<file path="src/rtl/pipe_stage_elastic.sv">
// Elastic DEPTH-slot pipeline register carrying a control and data bundle under valid/ready,
// with stall, flush and bubble collapsing. Define PIPE_STAGE_CLR_DATA_EN to zero data on flush/bubble.
module pipe_stage_elastic #(
   parameter int DATA_W = 32,
   parameter int CTRL_W = 9,
   parameter int DEPTH  = 2
) (
   input  logic                         clk,
   input  logic                         rst,
   input  logic                         stall,
   input  logic                         flush,
   input  logic                         in_valid,
   output logic                         in_ready,
   input  logic [CTRL_W-1:0]            in_ctrl,
   input  logic [DATA_W-1:0]            in_data,
   output logic                         out_valid,
   input  logic                         out_ready,
   output logic [CTRL_W-1:0]            out_ctrl,
   output logic [DATA_W-1:0]            out_data,
   output logic [$clog2(DEPTH+1)-1:0]   occupancy
);

   localparam int OCC_W = $clog2(DEPTH+1);

   logic [DEPTH-1:0]  v;
   logic [DEPTH-1:0]  v_nxt;
   logic [DEPTH-1:0]  adv;
   logic [CTRL_W-1:0] ctrl     [DEPTH];
   logic [CTRL_W-1:0] ctrl_nxt [DEPTH];
   logic [DATA_W-1:0] data     [DEPTH];
   logic [DATA_W-1:0] data_nxt [DEPTH];
   logic [OCC_W-1:0]  occ_nxt;
   logic              take;

   // Control of a slot that receives a bubble always reads as all-zero.
   function automatic logic [CTRL_W-1:0] bubble_ctrl(input logic vld, input logic [CTRL_W-1:0] c);
      return vld ? c : '0;
   endfunction

   // Data seen by a slot receiving src; old value is kept on a bubble unless clearing is enabled.
   function automatic logic [DATA_W-1:0] bubble_data(input logic vld, input logic [DATA_W-1:0] src,
                                                     input logic [DATA_W-1:0] old);
`ifdef PIPE_STAGE_CLR_DATA_EN
      return vld ? src : '0;
`else
      return vld ? src : old;
`endif
   endfunction

   function automatic logic [OCC_W-1:0] popcount(input logic [DEPTH-1:0] vec);
      logic [OCC_W-1:0] cnt;
      cnt = '0;
      for (int i = 0; i < DEPTH; i++) cnt = cnt + OCC_W'(vec[i]);
      return cnt;
   endfunction

   // A slot may advance if it is empty or the slot after it advances.
   always_comb begin
      logic a;
      a = !v[DEPTH-1] | out_ready;
      adv = '0;
      adv[DEPTH-1] = a;
      for (int i = DEPTH-2; i >= 0; i--) begin
         a = !v[i] | a;
         adv[i] = a;
      end
   end

   assign in_ready  = adv[0] & !stall & !flush;
   assign out_valid = v[DEPTH-1] & !stall & !flush;
   assign out_ctrl  = bubble_ctrl(v[DEPTH-1], ctrl[DEPTH-1]);
   assign out_data  = data[DEPTH-1];
   assign take      = in_valid & in_ready;

   always_comb begin
      v_nxt = v;
      for (int i = 0; i < DEPTH; i++) begin
         ctrl_nxt[i] = ctrl[i];
         data_nxt[i] = data[i];
      end
      if (flush) begin
         v_nxt = '0;
         for (int i = 0; i < DEPTH; i++) begin
            ctrl_nxt[i] = '0;
            data_nxt[i] = bubble_data(1'b0, data[i], data[i]);
         end
      end else if (!stall) begin
         if (adv[0]) begin
            v_nxt[0]    = take;
            ctrl_nxt[0] = bubble_ctrl(take, in_ctrl);
            data_nxt[0] = bubble_data(take, in_data, data[0]);
         end
         for (int i = 1; i < DEPTH; i++) begin
            if (adv[i]) begin
               v_nxt[i]    = v[i-1];
               ctrl_nxt[i] = bubble_ctrl(v[i-1], ctrl[i-1]);
               data_nxt[i] = bubble_data(v[i-1], data[i-1], data[i]);
            end
         end
      end
      occ_nxt = popcount(v_nxt);
   end

   // Slot registers; occupancy is registered with v so it never lags the valid bits.
   always_ff @(posedge clk or posedge rst) begin
      if (rst) begin
         v         <= '0;
         occupancy <= '0;
         for (int i = 0; i < DEPTH; i++) begin
            ctrl[i] <= '0;
            data[i] <= '0;
         end
      end else begin
         v         <= v_nxt;
         occupancy <= occ_nxt;
         for (int i = 0; i < DEPTH; i++) begin
            ctrl[i] <= ctrl_nxt[i];
            data[i] <= data_nxt[i];
         end
      end
   end

endmodule

</file>
<file path="config.mk">
export PLATFORM = sky130hd
export DESIGN_NAME = pipe_stage_elastic
export DESIGN_NICKNAME = d
export VERILOG_FILES = /design/src/rtl/pipe_stage_elastic.sv
export SDC_FILE = /design/constraint.sdc
export NUM_CORES = 1
export LEC_CHECK = 0
export ABC_CLOCK_PERIOD_IN_PS = 2260
export BUFFER_PORTS_ARGS = -buffer_cell sky130_fd_sc_hd__buf_2
export CORE_ASPECT_RATIO = 0.75
export CORE_MARGIN = 2
export CORE_UTILIZATION = 48
export DETAILED_ROUTE_END_ITERATION = 16
export PLACE_DENSITY = 0.76
export SYNTH_ARGS = -nofsm -noshare
export SYNTH_HDL_FRONTEND = slang
export SYNTH_SLANG_ARGS = --single-unit
</file>
<file path="constraint.sdc">
create_clock -name clk -period 2.26 [get_ports clk]
set_input_delay 0.113 -clock clk [delete_from_list [all_inputs] [get_ports clk]]
set_output_delay 0.113 -clock clk [all_outputs]
set_load 0.01 [all_outputs]
</file>
==> metrics.md, run 1 <==
| Metric | Value |
|---|---|
| Vias | 2213 |
| Syn Area/Cell | roughly 15 um^2 |
| Period minus WS final | between 1.5 and 2 ns |
| Final instance area | between 0.004 and 0.005 mm^2 |
| Post-synth cell types | 22 |
| Drt total wl | 7.04 mm |
| Post-Syn Area | 0.00366 mm^2 |
| Final period util | 0.796 |
| Register Area | 0.00215 mm^2 |
| Min-delay worst type | primary input to register |
| Die width | 105 um |
| Global route overflow | 0 |
| Max_cap viols | 0 |
| Clock skew | 0.00836 ns |
| Root buffer cell | clkbuf_8 |
| R2R cell count | 4 |
| Area taken by multi-input logic gates | between 0.001 and 0.0015 mm^2 |
| Number of global-route vias before repair | ~2.3k |
| Clock H-tree levels | 3 |
| Diode count | 0 |
| Max incr delay on CP | 0.50 ns |
| Area delta synth->final | 27.0% |
| Total GRT Usage | 0.182 |
| Worst setup EP type | register |
| Sequential-to-total area share from yosys stat | 0.588 |
| Worst-Margin Slew | 0.443 ns |
| WP data required | 2.50 ns |
| Final setup TNS | 0 ns |
| Pre-antenna DRT Iters | 4 |
| Reg2reg end | out_data[12] |
| Die area | 0.00835 mm^2 |
| Hold-fix buffers, CTS | 42 |
| CTS Buf Count | 9 |
| # setup viols final | 0 |
| Most frequent cells in the layout | buf_2 (91), dfrtp_1 (86), dlygate4sd3_1 (42) |
| #FFs+latches synth | 86 |
| FF-to-FF setup slack | about 0.46 ns |
| Site row count | 27 |
| Ys Warns | 0 |
| Synth Net Count | around 290 |
| Core box area | roughly 0.0074 mm^2 |
| Initial Util | 0.497 |
| Final antenna-violating net count | 0 |
| Pwr dens | roughly 910 mW/mm^2 |
| Crit path launch type | register |
| Hold Path Sink | v[0] |
| EDFF count, synth | 0 |
| WL/cell | 15.6 um |
| Crit path cell chain | and2b_1 -> nor3_4 -> buf_4 -> mux2_1 |
| Maximum vdd drop | 546 uV |
| Clk buf depth | 2 |
| Routed vias/inst | roughly 4.9 |
| Clock latency on the worst-skew pair | 0.35 ns |
| Post-CTS setup buffers | 0 |
| DRC viols | 0 |
| Worst-path clk slew | 0.09 ns |
| Largest net degree at the start of global routing | 87 |
| Post-route insts no fill | 452 |
| Share of cells above drive strength 1 | 0.422 |
| Fmax | 0.556 GHz |
| Syn Inst Count | 239 |
| Dpl cells | just under 400 |
| CTS tree | done |
| Most common library cell in the layout ignoring fill and taps | buf_2 |
| Filler instances | 577 |
| Main synth FF type | dfrtp_1 |
| Gp weighted congestion | just over 0.8 |
| PostCTS Resize Cnt | 0 |
| Hold Crit Start | in_valid |
| Placed instance area | a little under 0.004 mm^2 |
| Sink Count | 86 |
| DIE HEIGHT | about 80 um |
| Util after Layout | 0.631 |
| Dpl hpwl | roughly 4.4 mm |
| P_leak | 2.32 nW |
| Slowest stage cell on the critical path | dfrtp_1 |
| Initial drt markers | 57 |
| First-pass GRT wire length | ~12 mm |
| Hold Path Cell Cnt | 3 |
| Crit Path Category | register to register |
| Arrival @ worst endpoint | around 2.0 ns |
| Initial antenna violation count | 0 |
| IO buf count | 91 |
| Pins over their slew limit | 0 |
| Start of the worst register-to-register path | v[1] |
| Slew margin rel. | 0.704 |
| Synth async-reset ratio | 1.00 |
| Outcome | completed |
| Final nets | about 390 |
| Hold Slack | 0.0441 ns |
| RSZ-0062 raised after global routing | false |
| Final Hold Vio Count | 0 |
| I/O pin count | 92 |
| CP max FO | 27 |
[report_power, final]
part | total [W] | switching [W] | internal (W)
registers | 0.00204 | 0.000170 | 0.00187
clock network | 0.00133 | 0.000554 | 0.000774
logic | 0.000845 | 0.000358 | 0.000487
[cells in the mapped netlist (2+ instances only)]
cell type  count  area, um^2
dfrtp_1       86        2150
inv_1          3        11.3
buf_6          5        56.3
buf_4         35         263
and2_1        11        68.8
a21oi_1        3        15.0
mux2_1        33         372
a22o_1        18         158
o21ai_1        2        10.0
mux2_4        31         465
[through the flow]
step | power (W) | worst slack (ns)
floorplan | 0.00280 | 0.798
global placement | 0.00282 | 0.534
detailed placement | 0.00287 | 0.465
CTS | 0.00427 | 0.441
global route | 0.00445 | 0.364
finish | 0.00421 | 0.460
[per-layer routing]
layer  vias up  track usage  part of all wire
met5         -            0                 0
met4         0       0.0560             0.011
met3        10       0.0539             0.059
met2        84        0.285              0.46
met1      1115        0.247              0.47
li1       1004            -                 -
[worst max path at each step]
stage / start / to / cells past startpoint
2_1_floorplan: v[1] / out_data[1] / 4
5_1_grt: v[1] / out_data[12] / 4
3_5_place_dp: v[1] / out_data[15] / 4
6_report: v[1] / out_data[12] / 4
4_1_cts: v[1] / out_data[15] / 4
3_3_place_gp: v[1] / out_data[14] / 4
[cell type report]
type,count,area share
repair buffers,139,0.201
clock buffers,10,0.0296
multi-input cells,107,0.251
inverters,3,0.00323
flip-flops and latches,86,0.463
clock inverters,6,0.0253
well taps,101,0.0272
[logic make-up (layout without fill, tap and decap cells)]
kind of cell,Yosys count,after routing,synth area share
AND/OR/NAND/NOR,18,18,0.0335
adder cells (fa/ha/maj),1,1,0.00342
buffers and inverters,46,158,0.0937
AO/OA/AOI/OAI,24,24,0.0526
multiplexers,64,64,0.229
flip-flops,86,86,0.588
[flip-flops by register name (all words and copies together), names as in the netlist]
name	count
ctrl	18
occupancy	2
data	32
v	2
out_data	32
[worst max-delay path: cells and delay by family (launching register included)]
kind | cells | cell delay, ns
simple gates | 2 | 0.45
mux | 1 | 0.37
flops | 1 | 0.50
buf+inv | 1 | 0.36
Power figures use the tool's default switching activity.
==> inputs of run 2 (changes only) <==
==> config.mk (replaced) <==
export PLATFORM = sky130hd
export DESIGN_NAME = pipe_stage_elastic
export DESIGN_NICKNAME = d
export VERILOG_FILES = /design/src/rtl/pipe_stage_elastic.sv
export SDC_FILE = /design/constraint.sdc
export NUM_CORES = 1
export LEC_CHECK = 0
export ABC_CLOCK_PERIOD_IN_PS = 1770
export BUFFER_PORTS_ARGS = -buffer_cell sky130_fd_sc_hd__buf_2
export CORE_ASPECT_RATIO = 0.75
export CORE_MARGIN = 2
export CORE_UTILIZATION = 53
export DETAILED_ROUTE_END_ITERATION = 16
export PLACE_DENSITY = 0.8
export SYNTH_ARGS = -nofsm -noshare
export SYNTH_HDL_FRONTEND = slang
export SYNTH_SLANG_ARGS = --single-unit
==> constraint.sdc (replaced) <==
create_clock -name clk -period 1.77 [get_ports clk]
set_input_delay 0.0885 -clock clk [delete_from_list [all_inputs] [get_ports clk]]
set_output_delay 0.0885 -clock clk [all_outputs]
set_load 0.01 [all_outputs]
==> run 2 against run 1 <==
Against the previous run:
- sequential share of layout area fell by 0.17 points
- worst setup slack got worse by 0.35 ns
- sequential power increased by 28%
- clock skew increased by 0.00072 ns
- routed wire length down 3.7%
- flip-flop and latch count did not move
- critical path type unchanged
==> metrics.md, run 2 (synthesis gave the netlist of run 1 again) <==
| Metric | Value |
|---|---|
| Outcome | completed |
| Site row count | 26 |
| Min-delay worst type | primary input to register |
| IO buf count | 91 |
| DIE HEIGHT | ~76 um |
| Sequential power share | 0.486 |
| Sink Count | 86 |
| Area delta synth->final | 27.5% |
| # setup viols final | 0 |
| Worst-Margin Slew | a little under 0.8 ns |
| Number of global-route vias before repair | approximately 2.3k |
| Final Hold Vio Count | 0 |
| Routed vias/inst | 4.97 |
| Max incr delay on CP | 0.46 ns |
| Worst setup EP type | register |
| Crit Path Category | register to register |
| Global route overflow | 0 |
| Clock skew | 0.00909 ns |
| Share of cells above drive strength 1 | 0.418 |
| Total GRT Usage | 0.195 |
| Part of the power in the clock network | 0.310 |
| Core box area | slightly below 0.007 mm^2 |
| Gate power share | 0.204 |
| Pins over their slew limit | 0 |
| Final worst slack | 0.111 ns |
| Drt total wl | 6.78 mm |
| Final setup TNS | 0 ns |
| Largest net degree at the start of global routing | 55 |
| Final period util | 0.937 |
| Place WS | 0.131 ns |
| Period minus WS final | 1.66 ns |
| Worst-path clk slew | 0.08 ns |
| Clock latency on the worst-skew pair | ~0.34 ns |
| Root buffer cell | clkbuf_8 |
| Initial drt markers | 43 |
| FF-to-FF setup slack | around 0.11 ns |
| Util after Layout | 0.693 |
| Clk buf depth | 2 |
| CTS tree | done |
| Crit path cell chain | and2b_1 -> nor3_4 -> buf_12 -> mux2_1 |
| P_leak | 2.33 nW |
| Slew margin rel. | 0.473 |
| CTS Buf Count | 9 |
| Initial antenna violation count | 0 |
| Register Area | between 0.002 and 0.0025 mm^2 |
| I/O pin count | 92 |
| Gp weighted congestion | 0.804 |
| First-pass GRT wire length | ~12 mm |
| Most common library cell in the layout ignoring fill and taps | buf_2 |
| WP data required | about 2.0 ns |
| Pre-antenna DRT Iters | 4 |
| Filler instances | 480 |
| Sw Ratio | 0.248 |
| RSZ-0062 raised after global routing | false |
| Vias | 2168 |
| Die width | 100 um |
| Crit path launch type | register |
| Maximum vdd drop | 487 uV |
| Die area | 0.00759 mm^2 |
| Power Internal | 0.00403 W |
| Final nets | a little under 400 |
| Dpl hpwl | 4.43 mm |
| Max_cap viols | 0 |
| Switching power | 0.00133 W |
| Placed instance area | 0.00400 mm^2 |
| Most frequent cells in the layout | buf_2 (91), dfrtp_1 (86), dlygate4sd3_1 (42) |
| Slowest stage cell on the critical path | dfrtp_1 |
| WL/cell | 15.6 um |
| Final antenna-violating net count | 0 |
| Area taken by multi-input logic gates | about 0.0012 mm^2 |
| Fmax | 0.603 GHz |
| Clock H-tree levels | 3 |
| Arrival @ worst endpoint | 1.88 ns |
| Pwr dens | 1150 mW/mm^2 |
| Diode count | 0 |
| Post-route insts no fill | 436 |
| Initial Util | 0.543 |
| CP max FO | 21 |
| Dpl cells | 378 |
| DRC viols | 0 |
| Final instance area | 0.00467 mm^2 |
[run 2: worst paths after layout]
path | start | end | cells past startpoint
min in group asynchronous | rst | out_data[7] | 4
worst min register to register | out_data[13] | out_data[13] | 1
worst max register to register | v[1] | out_data[31] | 4
max in group asynchronous | rst | ctrl[7] | 4
worst min-delay path | in_valid | v[0] | 3
worst max-delay path | v[1] | out_data[31] | 4
[run 2: power groups by stage]
| stage | combinational, W | sequential, W | clock [W] |
|---|---|---|---|
| 3_5_place_dp | 0.00103 | 0.00264 | 0 |
| 4_1_cts | 0.00111 | 0.00261 | 0.00170 |
| 3_3_place_gp | 0.000995 | 0.00262 | 0 |
| 6_report | 0.00109 | 0.00261 | 0.00166 |
| 5_1_grt | 0.00120 | 0.00266 | 0.00180 |
| 2_1_floorplan | 0.00100 | 0.00257 | 0 |
[run 2: timing repair]
action / CTS / global route
buffers inserted: 0 / 0
endpoints found under the hold margin: 127 / 0
hold buffers: 42 / 0
gates resized for setup: 0 / 0
[run 2: routing by layer]
layer	GRT usage	vias up	part of all wire
met2	0.301	78	0.46
met5	0	-	0
met4	0.0411	0	0.0037
met1	0.271	1065	0.47
li1	-	1020	-
met3	0.0692	5	0.063
[run 2: metrics by stage]
step | total power [W] | hold slack (ns)
finish | 0.00536 | 0.0279
global route | 0.00566 | 0.0140
CTS | 0.00541 | 0.00297
detailed placement | 0.00368 | 0.230
global placement | 0.00362 | 0.222
floorplan | 0.00357 | 0.166
[run 2: worst max-delay path, delay by kind of cell, from the launching register on]
| family | cells | cell delay [ns] |
|---|---|---|
| flops | 1 | 0.46 |
| simple gates | 2 | 0.51 |
| mux | 1 | 0.35 |
| buf+inv | 1 | 0.21 |
[run 2: final cells by class]
cell class,count,share of cell area
Clock inverter,3,0.0193
Timing Repair Buffer,140,0.210
Multi-Input combinational cell,107,0.250
Clock buffer,13,0.0341
Inverter,3,0.00322
Sequential cell,86,0.461
Tap cell,84,0.0225
==> inputs of run 3 (changes only) <==
--- a/config.mk
+++ b/config.mk
@@ -8,7 +8,7 @@
 export ABC_CLOCK_PERIOD_IN_PS = 1770
 export BUFFER_PORTS_ARGS = -buffer_cell sky130_fd_sc_hd__buf_2
 export CORE_ASPECT_RATIO = 0.75
-export CORE_MARGIN = 2
+export CORE_MARGIN = 3
 export CORE_UTILIZATION = 53
 export DETAILED_ROUTE_END_ITERATION = 16
 export PLACE_DENSITY = 0.8
==> constraint.sdc (replaced) <==
create_clock -name clk -period 1.77 [get_ports clk]
set_input_delay 0.177 -clock clk [delete_from_list [all_inputs] [get_ports clk]]
set_output_delay 0.177 -clock clk [all_outputs]
set_load 0.01 [all_outputs]
==> run 3 against run 2 <==
Against the previous run:
- clock skew hardly changed
- highest routed layer unchanged
- routed wire length is 3.3% lower
- critical path type unchanged
- largest cell class unchanged
- first-iteration DRC count is 2.3% higher
- flip-flop and latch count stayed put
- maximum frequency is 5.4% higher
==> metrics.md, run 3 (synthesis gave the netlist of run 1 again) <==
| Metric | Value |
|---|---|
| Die width | just over 100 um |
| Worst-path clk slew | 0.08 ns |
| FF-to-FF setup slack | 0.20 ns |
| First-pass GRT wire length | 11.1 mm |
| DIE HEIGHT | 78.0 um |
| CTS tree | done |
| Slew margin rel. | 0.530 |
| Crit path launch type | register |
| Final Hold Vio Count | 0 |
| Initial drt markers | 44 |
| Global route overflow | 0 |
| Worst-Margin Slew | 0.705 ns |
| Gp weighted congestion | 0.723 |
| Period minus WS final | 1.57 ns |
| Hold Path Sink | ctrl[13] |
| Clock skew | 0.00881 ns |
| Final antenna-violating net count | 0 |
| Site row count | 25 |
| CP Buf/Inv Count | 1 |
| R2R cell count | 4 |
| DRC viols | 0 |
| Filler instances | 492 |
| Number of global-route vias before repair | 2229 |
| I/O pin count | 92 |
| Util after Layout | 0.648 |
| Outcome | completed |
| WP data required | 1.99 ns |
| Max_cap viols | 0 |
| Maximum vdd drop | roughly 640 uV |
| Sink Count | 86 |
| Largest net degree at the start of global routing | 47 |
| Area taken by multi-input logic gates | around 0.0012 mm^2 |
| Most frequent cells in the layout | buf_2 (91), dfrtp_1 (86), mux2_1 (33) |
| Clock latency on the worst-skew pair | roughly 0.35 ns |
| Total GRT Usage | 0.182 |
| Pre-antenna DRT Iters | 4 |
| Area delta synth->final | 15.1% |
| CTS Buf Count | 9 |
| IO buf count | 91 |
| Arrival @ worst endpoint | roughly 1.8 ns |
| Place WS | roughly 0.20 ns |
| RSZ-0062 raised after global routing | false |
| Die area | a little under 0.008 mm^2 |
| Diode count | 0 |
| Root buffer cell | clkbuf_8 |
| P_leak | around 2.1 nW |
| Max incr delay on CP | 0.41 ns |
| Share of cells above drive strength 1 | 0.474 |
| Crit Path Category | register to register |
| PostCTS Resize Cnt | 0 |
| Final nets | 355 |
| Hold Crit Start | in_ctrl[4] |
| Most common library cell in the layout ignoring fill and taps | buf_2 |
| Pins over their slew limit | 0 |
| Hold-fix buffers, CTS | 1 |
| Hold Path Cell Cnt | 2 |
| CP max FO | 14 |
| Fmax | ~0.64 GHz |
| Final worst slack | a little under 0.2 ns |
| Final setup TNS | 0 ns |
| Start of the worst register-to-register path | v[1] |
| Post-CTS setup buffers | 0 |
| Crit path cell chain | and2b_1 -> nor3_4 -> buf_4 -> mux2_1 |
| Drt total wl | 6.55 mm |
| Clk buf depth | 2 |
| # setup viols final | 0 |
| WL/cell | 16.7 um |
| Pwr dens | 1210 mW/mm^2 |
| Critical path's top delay family | simple AND/OR/NAND/NOR gates |
| Vias | 2048 |
| Reg2reg end | out_data[13] |
| Slowest stage cell on the critical path | dfrtp_1 |
| Routed vias/inst | around 5.2 |
| Initial antenna violation count | 0 |
| Core box area | ~0.0065 mm^2 |
| Critical path origin | v[1] |
| Worst setup EP type | register |
| Clock H-tree levels | 3 |
| Final period util | 0.889 |
| Dpl hpwl | 4.61 mm |
| Register Area | 0.00215 mm^2 |
| Initial Util | 0.563 |
| Min-delay worst type | primary input to register |
[run 3: changes by cell type in the layout (fill, tap and decap cells not counted), sizes merged]
cell,before,now
dlygate4sd3,42,1
clkbuf,13,12
bufinv,3,2
buf,98,99
clkinv,0,2
[run 3: cell type report]
cell class	count	area share
inverter	3	0.00356
clock inverter	4	0.0166
sequential	86	0.511
tap	81	0.0241
multi-input combinational	107	0.277
clock buffer	12	0.0345
timing repair buffer	100	0.134
[run 3: routing by layer]
layer	global-route usage	wire, um	up-vias
met5	0	0	-
met4	0.0433	65	0
met3	0.0665	494	8
met2	0.275	3060	81
met1	0.253	2930	1033
li1	-	-	926
[run 3: worst max path at each step]
stage / endpoint / slack, ns / cells past startpoint
3_5_place_dp: out_data[13] / 0.20 / 4
6_report: out_data[13] / 0.20 / 4
2_1_floorplan: out_data[1] / 0.31 / 4
5_1_grt: out_data[13] / 0.13 / 4
4_1_cts: out_data[13] / 0.19 / 4
3_3_place_gp: out_data[28] / 0.25 / 4
[run 3: through the flow]
step / total power, W / instances / hold WS (ns) / cell area, um^2
2_1_floorplan: 0.00357 / 239 / 0.255 / 3660
3_3_place_gp: 0.00362 / 376 / 0.346 / 3990
3_5_place_dp: 0.00368 / 376 / 0.364 / 3990
4_1_cts: 0.00516 / 393 / 0.0295 / 4210
5_1_grt: 0.00538 / 393 / 0.0308 / 4210
6_report: 0.00509 / 393 / 0.0501 / 4210
[run 3: worst reg2reg max path: cells and delay by family, from the launching register on]
kind,cells,cell delay [ns]
muxes,1,0.35
and+or+nand+nor,2,0.44
DFF,1,0.41
buffers and inverters,1,0.25
[run 3: power breakdown]
part           switching [W]  total, W  leakage, nW  internal (W)
sequential          0.000217   0.00260         1.07       0.00239
clock               0.000639   0.00147        0.110      0.000830
combinational       0.000449   0.00102        0.962      0.000568
